$ cat src/rtl/binary_bbox_detect.sv
// binary_bbox_detect
//   Tracks the bounding box and count of foreground pixels (i_binary == 16'h0000)
//   in a binarized video stream. Results are published once per frame, two cycles
//   after the vsync rising edge that ends the frame, together with a one-cycle
//   o_frame_done pulse. Outputs hold their values between commits.
//
// Ports
//   pixelclk          pixel clock, all state on its rising edge
//   reset             synchronous active-high reset
//   i_binary          binary pixel, 16'h0000 = foreground
//   i_hsync           line sync, not used for counting
//   i_vsync           frame sync, rising edge marks frame start
//   i_de              active pixel qualifier
//   o_x_min/o_x_max   committed horizontal extent
//   o_y_min/o_y_max   committed vertical extent
//   o_pix_cnt         committed foreground count (saturating)
//   o_valid           committed count reached MIN_PIXELS
//   o_frame_done      one-cycle pulse when the outputs update
module binary_bbox_detect #(
  parameter int unsigned IMG_W      = 640,
  parameter int unsigned IMG_H      = 480,
  parameter int unsigned MIN_PIXELS = 64,
  parameter int unsigned CW         = 11
) (
  input  logic          pixelclk,
  input  logic          reset,
  input  logic [15:0]   i_binary,
  input  logic          i_hsync,
  input  logic          i_vsync,
  input  logic          i_de,
  output logic [CW-1:0] o_x_min,
  output logic [CW-1:0] o_x_max,
  output logic [CW-1:0] o_y_min,
  output logic [CW-1:0] o_y_max,
  output logic [19:0]   o_pix_cnt,
  output logic          o_valid,
  output logic          o_frame_done
);

  localparam logic [CW-1:0] ImgWC  = CW'(IMG_W);
  localparam logic [CW-1:0] ImgHC  = CW'(IMG_H);
  localparam logic [19:0]   MinPix = 20'(MIN_PIXELS);
  localparam logic [CW-1:0] CntMax = '1;
  localparam logic [19:0]   AccMax = '1;

  typedef enum logic [1:0] {StWaitSof, StActive, StCommit} state_e;

  state_e state_q, state_d;

  logic vs_d, de_d;
  logic vs_rise, de_fall;

  logic [CW-1:0] x_cnt_q, x_cnt_d;
  logic [CW-1:0] y_cnt_q, y_cnt_d;

  logic [CW-1:0] acc_x_min_q, acc_x_min_d;
  logic [CW-1:0] acc_x_max_q, acc_x_max_d;
  logic [CW-1:0] acc_y_min_q, acc_y_min_d;
  logic [CW-1:0] acc_y_max_q, acc_y_max_d;
  logic [19:0]   acc_cnt_q, acc_cnt_d;

  logic commit, clear_acc, pix_ok;

  // hsync is carried for port compatibility only
  logic unused_hsync;
  assign unused_hsync = i_hsync;

  assign vs_rise = i_vsync & ~vs_d;
  assign de_fall = de_d & ~i_de;

  always_comb begin
    state_d   = state_q;
    commit    = 1'b0;
    clear_acc = 1'b0;
    unique case (state_q)
      StWaitSof: begin
        // Partial frame seen after reset is discarded, no commit
        if (vs_rise) begin
          state_d   = StActive;
          clear_acc = 1'b1;
        end
      end
      StActive: begin
        if (vs_rise) state_d = StCommit;
      end
      StCommit: begin
        // A vsync rise here cannot happen in legal timing and is ignored
        state_d   = StActive;
        commit    = 1'b1;
        clear_acc = 1'b1;
      end
      default: state_d = StWaitSof;
    endcase
  end

  always_comb begin
    x_cnt_d = x_cnt_q;
    if (vs_rise || de_fall) begin
      x_cnt_d = '0;
    end else if (i_de && (x_cnt_q != CntMax)) begin
      x_cnt_d = x_cnt_q + 1'b1;
    end
  end

  always_comb begin
    y_cnt_d = y_cnt_q;
    if (vs_rise) begin
      y_cnt_d = '0;
    end else if (de_fall && (y_cnt_q != CntMax)) begin
      y_cnt_d = y_cnt_q + 1'b1;
    end
  end

  // Pixels arriving in the commit cycle belong to the new frame
  assign pix_ok = i_de && (i_binary == 16'h0000) && (x_cnt_q < ImgWC) && (y_cnt_q < ImgHC) &&
                  ((state_q == StActive) || (state_q == StCommit)) && !vs_rise;

  always_comb begin
    if (clear_acc) begin
      acc_x_min_d = '1;
      acc_x_max_d = '0;
      acc_y_min_d = '1;
      acc_y_max_d = '0;
      acc_cnt_d   = '0;
    end else begin
      acc_x_min_d = acc_x_min_q;
      acc_x_max_d = acc_x_max_q;
      acc_y_min_d = acc_y_min_q;
      acc_y_max_d = acc_y_max_q;
      acc_cnt_d   = acc_cnt_q;
    end
    if (pix_ok) begin
      if (x_cnt_q < acc_x_min_d) acc_x_min_d = x_cnt_q;
      if (x_cnt_q > acc_x_max_d) acc_x_max_d = x_cnt_q;
      if (y_cnt_q < acc_y_min_d) acc_y_min_d = y_cnt_q;
      if (y_cnt_q > acc_y_max_d) acc_y_max_d = y_cnt_q;
      if (acc_cnt_d != AccMax) acc_cnt_d = acc_cnt_d + 1'b1;
    end
  end

  always_ff @(posedge pixelclk) begin
    if (reset) begin
      state_q     <= StWaitSof;
      vs_d        <= 1'b0;
      de_d        <= 1'b0;
      x_cnt_q     <= '0;
      y_cnt_q     <= '0;
      acc_x_min_q <= '1;
      acc_x_max_q <= '0;
      acc_y_min_q <= '1;
      acc_y_max_q <= '0;
      acc_cnt_q   <= '0;
    end else begin
      state_q     <= state_d;
      vs_d        <= i_vsync;
      de_d        <= i_de;
      x_cnt_q     <= x_cnt_d;
      y_cnt_q     <= y_cnt_d;
      acc_x_min_q <= acc_x_min_d;
      acc_x_max_q <= acc_x_max_d;
      acc_y_min_q <= acc_y_min_d;
      acc_y_max_q <= acc_y_max_d;
      acc_cnt_q   <= acc_cnt_d;
    end
  end

  always_ff @(posedge pixelclk) begin
    if (reset) begin
      o_x_min      <= '0;
      o_x_max      <= '0;
      o_y_min      <= '0;
      o_y_max      <= '0;
      o_pix_cnt    <= '0;
      o_valid      <= 1'b0;
      o_frame_done <= 1'b0;
    end else begin
      o_frame_done <= commit;
      if (commit) begin
        o_pix_cnt <= acc_cnt_q;
        if (acc_cnt_q >= MinPix) begin
          o_x_min <= acc_x_min_q;
          o_x_max <= acc_x_max_q;
          o_y_min <= acc_y_min_q;
          o_y_max <= acc_y_max_q;
          o_valid <= 1'b1;
        end else begin
          o_x_min <= '0;
          o_x_max <= '0;
          o_y_min <= '0;
          o_y_max <= '0;
          o_valid <= 1'b0;
        end
      end
    end
  end

endmodule

$ cat config.mk
export PLATFORM = sky130hd
export DESIGN_NAME = binary_bbox_detect
export DESIGN_NICKNAME = d
export VERILOG_FILES = /design/src/rtl/binary_bbox_detect.sv
export SDC_FILE = /design/constraint.sdc
export NUM_CORES = 1
export LEC_CHECK = 0
export BUFFER_PORTS_ARGS = -buffer_cell sky130_fd_sc_hd__buf_4
export CORE_UTILIZATION = 35
export CTS_BUF_LIST = sky130_fd_sc_hd__clkbuf_16
export CTS_CLUSTER_DIAMETER = 100
export DETAILED_ROUTE_END_ITERATION = 7
export GPL_TIMING_DRIVEN = 0
export PLACE_DENSITY = 0.48
export REMOVE_ABC_BUFFERS = 1
export SYNTH_ARGS = -nofsm -noshare
export SYNTH_HDL_FRONTEND = slang
export SYNTH_SLANG_ARGS = --single-unit
$ cat constraint.sdc
create_clock -name pixelclk -period 4.7 [get_ports pixelclk]
set_clock_uncertainty 0.1 [all_clocks]
set_input_delay 0.47 -clock pixelclk [delete_from_list [all_inputs] [get_ports pixelclk]]
set_output_delay 0.47 -clock pixelclk [all_outputs]
set_load 0.01 [all_outputs]
* After elaboration in Yosys (flattened, before gate mapping) *
Index checks and enable logic that the tools add are counted.

storage, ports and cells
  flip-flop bits (word level) = 156
  input bits = 21
  output and inout port bits = 66
  word-level logic and storage cells = 79

cells by class
  add/subtract/negate cells = 3
  $lt $le $gt $ge = 7
  equality and inequality tests = 7
  multiplexer cells = 26
  bitwise gates (word level) = 4
  reduce and logical (&&, ||, !) cells = 15

operators with widths
  operator                                              number
  two-way mux 11 bit                                    16
  two-way mux 20 bit                                    3
  adder 11 x 1 -> 11 bit, second input constant         2
  > comparator 11 bit                                   2
  < comparator 11 bit                                   2
  inequality test 11 bit, second input constant         2
  adder 20 x 1 -> 20 bit, second input constant         1
  >= comparator 20 x 7 -> 1 bit, second input constant  1
  inequality test 20 bit, second input constant         1
  logical NOT 16 bit                                    1
  < comparator 11 x 10 -> 1 bit, second input constant  1
  < comparator 11 x 9 -> 1 bit, second input constant   1
  logical AND 1 bit                                     7
  one-hot mux 2 bit (3 select lines)                    1
  two-way mux 2 bit                                     2
  inequality test 2 bit, second input constant          2
  OR reduction 2 bit                                    2
  two-way mux 1 bit                                     3
  bitwise AND 1 bit                                     2
  equality test 2 x 1 -> 1 bit, second input constant   1
  equality test 2 bit, second input constant            1
  logical NOT 2 bit                                     1
  logical OR 1 bit                                      2
  inverter 1 bit                                        2
  3 further kinds                                       3

* Longest topological paths before layout *
  depth in word-level cells = 8
  gate-level depth with buffers = 15
  depth with buffers taken out = 11

* Least setup slack after synthesis *
No wires, ideal clock.

  path type = reg2reg
  from = register state_q[0]
  to = register acc_y_max_q[2]
  library setup time = 0.117 ns
  arrival time = 3.256 ns
  data required time = 4.483 ns
  path slack = 1.227 ns
  stages on the path, launching flop included = 14
  path buffers = 2
  period minus slack after synthesis = 3.473 ns
  cell sequence = dfxtp_1 > inv_1 > ha_1 > and3b_1 > nor2_1 > clkbuf_1 > buf_1 > nand2_1 > ha_1 > nand4_1 > o21bai_1 > a2111oi_2 > a31oi_1 > a22o_1

between the ends
  word-level cells in the longest chain between the ends = 6
  elaborated cells on any way between the ends = 11
  those cells by class = 1 x order compare; 2 x eq/ne; 4 x mux; 4 x reduce/logical

RTL lines
  item                                                             line     RTL
  start: declaration                                               48       state_e state_q, state_d;
  start signal: assignment                                         143      state_q <= StWaitSof;
  start signal: assignment                                         154      state_q <= state_d;
  equality test 2 bit / logical NOT 2 bit (equally long branches)  75, 116
  one-hot mux 1 bit (2 select lines)                               75       unique case (state_q)
  two-way mux 11 bit                                               119      if (clear_acc) begin
  > comparator 11 bit                                              136      if (y_cnt_q > acc_y_max_d) acc_y_max_d = y_cnt_q;
  two-way mux 11 bit                                               136
  two-way mux 11 bit (*)                                           132      if (pix_ok) begin
  end signal: assignment                                           162      acc_y_max_q <= acc_y_max_d;
  end: declaration                                                 59       logic [CW-1:0] acc_y_max_q, acc_y_max_d;

Mark *: on every way between the ends. The rest lies on a longest branch, timed or not.
A chain may end at the register's enable or synchronous reset.

* Worst setup path in the final report *
  from = register state_q[0]
  to = register acc_x_min_q[7]

between the ends
  word-level cells in the longest chain between the ends = 6
  elaborated cells on any way between the ends = 11
  those cells by class = 1 x order compare; 2 x eq/ne; 4 x mux; 4 x reduce/logical

RTL lines
  item                                                             line     RTL
  equality test 2 bit / logical NOT 2 bit (equally long branches)  75, 116
  one-hot mux 1 bit (2 select lines)                               75
  two-way mux 11 bit                                               119
  < comparator 11 bit                                              133      if (x_cnt_q < acc_x_min_d) acc_x_min_d = x_cnt_q;
  two-way mux 11 bit                                               133
  two-way mux 11 bit (*)                                           132
  end signal: assignment                                           159      acc_x_min_q <= acc_x_min_d;
  end: declaration                                                 56       logic [CW-1:0] acc_x_min_q, acc_x_min_d;

Marks and branches as above.

==> out/qor.csv <==
metric;value;unit
Synth Instances;836;
WHS Endpoint;vs_d$_SDFF_PP0_;
hpwl dp;13.4;mm
Post-synth top cells;156 x dfxtp_1, 155 x nor2_1, 61 x nand2_1;
Clock Sinks;156;
Core ar.;20600;sq um
mapped cell area;7440;sq um
Die ar.;21900;sq um
CTS tree;yes;
kind of critical path;flop to flop;
Final min period;4.27;ns
Mapped Avg Cell Area;8.91;sq um
number of flops mapped to enable cells by yosys;0;
status;completed;
top-count cell post-synth;dfxtp_1;
hold_sp;i_vsync;
num ports;87;
ant diodes;0;
CP cell instances;inv_1 > ha_2 > o21ai_2 > nand2_1 > nor2_1 > ha_1 > a21o_1 > a21oi_1 > o22ai_1 > a2111oi_4 > mux2i_1;
total negative slack;0;ns
max cap viols;0;
vias per cell;5.33;
TritonCTS Buffers;17;
VDD IR max;278;uV
reg2reg end;acc_x_min_q[7]$_SDFF_PP1_;
layout cell share with drive strength beyond 1;0.154;
Tcrit/Tclk final;0.907;
largest net degree at the start of global routing;102;
Synth warnings;0;
DR WL/cell;16.3;um
DRT Pass-1 Iters;4;
slowest CP cell;a2111oi_4;
GRT Residual Overflow;0;
Starting Density;0.362;
Final setup viols;0;
RD Place Congestion;0.838;
Hold Fails Final Rpt;0;
static leakage;3.53;nW
Area contributors post-synth;dfxtp_1 42%, ha_1 8.2%, nor2_1 7.8%, mux2i_1 6.1%, a22oi_1 4.4%;
Power Dens Cells;319;nW/um^2
reg2reg start;state_q[0]$_SDFFE_PP0P_;
Core Util, Final;0.431;
hold buffers post-CTS;0;
clock root buffer;clkbuf_16;
asr flop ratio synth;0;
Synth area leader;dfxtp_1;
Final #Nets;964;
worst-margin pin slew;1.30;ns
Crit Path Max Fanout;23;
vias in the first global route;6182;
clk_lat worst skew;0.42;ns
Crit path largest cell delay;0.91;ns
Crit path required time;4.95;ns
Hold Path Class;input pin to flop;
num rows;52;
Worst R2R Setup Slack;0.43;ns
H-tree Lvls;4;
Post-route DRC;0;
Total Routing Usage GR;0.183;
port bufs;85;
RSZ-0062 raised after global routing;no;
initial antenna violation count;0;
Worst Path Arrival;4.52;ns
Longest Clk Path Bufs;2;
CP startpoint kind;flop;
Setup crit end kind;flop;
area grow syn2layout;19.1;%
Rel. slew slack;0.128;
Max Freq;234;MHz
Synth Register Bits;156;
Cells on Worst Hold Path;2;
Antenna Nets Post-Route;0;
Final Slew Violations;0;
first-pass GRT wire length;31.5;mm
Die H;148;um
Die W;148;um
ys flop type;dfxtp_1;
drt total wl;19.2;mm
Synth cell types;63;
sequential-to-total area share from yosys stat;0.419;
reg2reg path depth;11;
Synth top area share;0.419;
total number of vias;6261;
clock-pin slew on the worst setup and hold paths;0.06;ns
Initial DRC Count;267;
==> metal layers <==
metal / part of all wire / up-vias / GRT usage
met5: 0 / - / 0
met1: 0.48 / 2967 / 0.237
met4: 0.013 / 0 / 0.0593
met2: 0.47 / 131 / 0.303
met3: 0.040 / 14 / 0.0389
li1: - / 3149 / -
==> power breakdown <==
group / switching (mW) / internal (mW)
Clock: 0.525 / 0.760
Sequential: 0.00586 / 1.33
Combinational: 0.151 / 0.0621
==> worst max-delay path by stage <==
stage | start | slack (ns) | to | depth (start not counted)
detailed placement | state_q[0]$_SDFFE_PP0P_ | -0.45 | acc_y_min_q[0]$_SDFF_PP1_ | 11
global placement | state_q[0]$_SDFFE_PP0P_ | -1.39 | o_x_min[3]$_SDFFE_PP0N_ | 6
floorplan | state_q[0]$_SDFFE_PP0P_ | 0.61 | acc_y_max_q[2]$_SDFF_PP0_ | 11
CTS | state_q[0]$_SDFFE_PP0P_ | 0.06 | acc_y_min_q[0]$_SDFF_PP1_ | 11
global route | state_q[0]$_SDFFE_PP0P_ | 0.06 | acc_x_min_q[5]$_SDFF_PP1_ | 11
finish | state_q[0]$_SDFFE_PP0P_ | 0.43 | acc_x_min_q[7]$_SDFF_PP1_ | 11
==> cell type report <==
class                      instances  area, sq um
clock inverter                    13          113
sequential                       156         3120
timing repair buffer              90          727
fill                            2045        11700
multi-input combinational        612         4080
tap                              270          338
inverter                          17         63.8
clock buffer                      17          425
==> state kept, by name (all words and copies together) (netlist names) <==
register / flops
o_x_min: 11
o_x_max: 11
o_valid: 1
x_cnt_q: 11
de_d: 1
acc_x_min_q: 11
y_cnt_q: 11
state_q: 2
o_pix_cnt: 20
acc_y_max_q: 11
acc_x_max_q: 11
vs_d: 1
o_y_min: 11
o_frame_done: 1
o_y_max: 11
acc_y_min_q: 11
acc_cnt_q: 20
==> worst max-delay path: cells and delay by family, from the launching register on <==
family | cells | cell delay [ns]
flops | 1 | 0.32
compound gates | 5 | 1.62
mux | 1 | 0.26
buf+inv | 1 | 0.12
fa+ha+maj | 2 | 1.01
simple gates | 2 | 0.77
==> layout by cell type, fill, tap and decap left out, types with 4 or more instances in the layout <==
cell type	instances
ha_1	48
nor2_1	153
a31o_2	6
o21a_1	7
dfxtp_1	156
nand2_1	61
a22o_1	9
a21oi_1	39
and4_1	10
buf_4	86
a21o_1	6
nor4_1	9
mux2i_1	45
a22oi_1	44
inv_1	19
nand2b_1	7
nor3_1	6
xnor2_1	14
clkbuf_16	17
nand4_1	27
a211oi_1	8
nand3_1	16
o21ai_0	11
and3_1	15
nor4_2	4
o2bb2ai_1	10
==> metrics by stage <==
step	area, sq um	hold WS (ns)	setup WS [ns]	power, mW	std cells
CTS	8860	0.212	0.0631	2.87	1174
global placement	8210	0.352	-1.39	1.56	1140
finish	8870	0.230	0.435	2.83	1175
floorplan	7230	0.325	0.606	1.47	785
detailed placement	8320	0.354	-0.446	1.58	1144
global route	8870	0.223	0.0577	2.95	1175
==> repair_timing <==
item                       in CTS  in global routing
setup buffers                   0                  1
hold endpoints to repair        0                  0
resized for setup               1                  0
pin swaps                       0                  1
setup endpoints to repair      22                 11
cloned                          0                  0
==> kinds of logic (layout without fill, tap and decap cells) <==
logic type | count (synthesis) | in the layout | synth area share
multiplexers | 47 | 47 | 0.0635
flip-flops | 156 | 156 | 0.419
AO/OA/AOI/OAI | 166 | 166 | 0.162
adder cells (fa/ha/maj) | 49 | 49 | 0.0824
XOR/XNOR | 17 | 17 | 0.0200
AND/OR/NAND/NOR | 333 | 333 | 0.215
buffers and inverters | 68 | 137 | 0.0375
(Power assumes the default switching activity.)
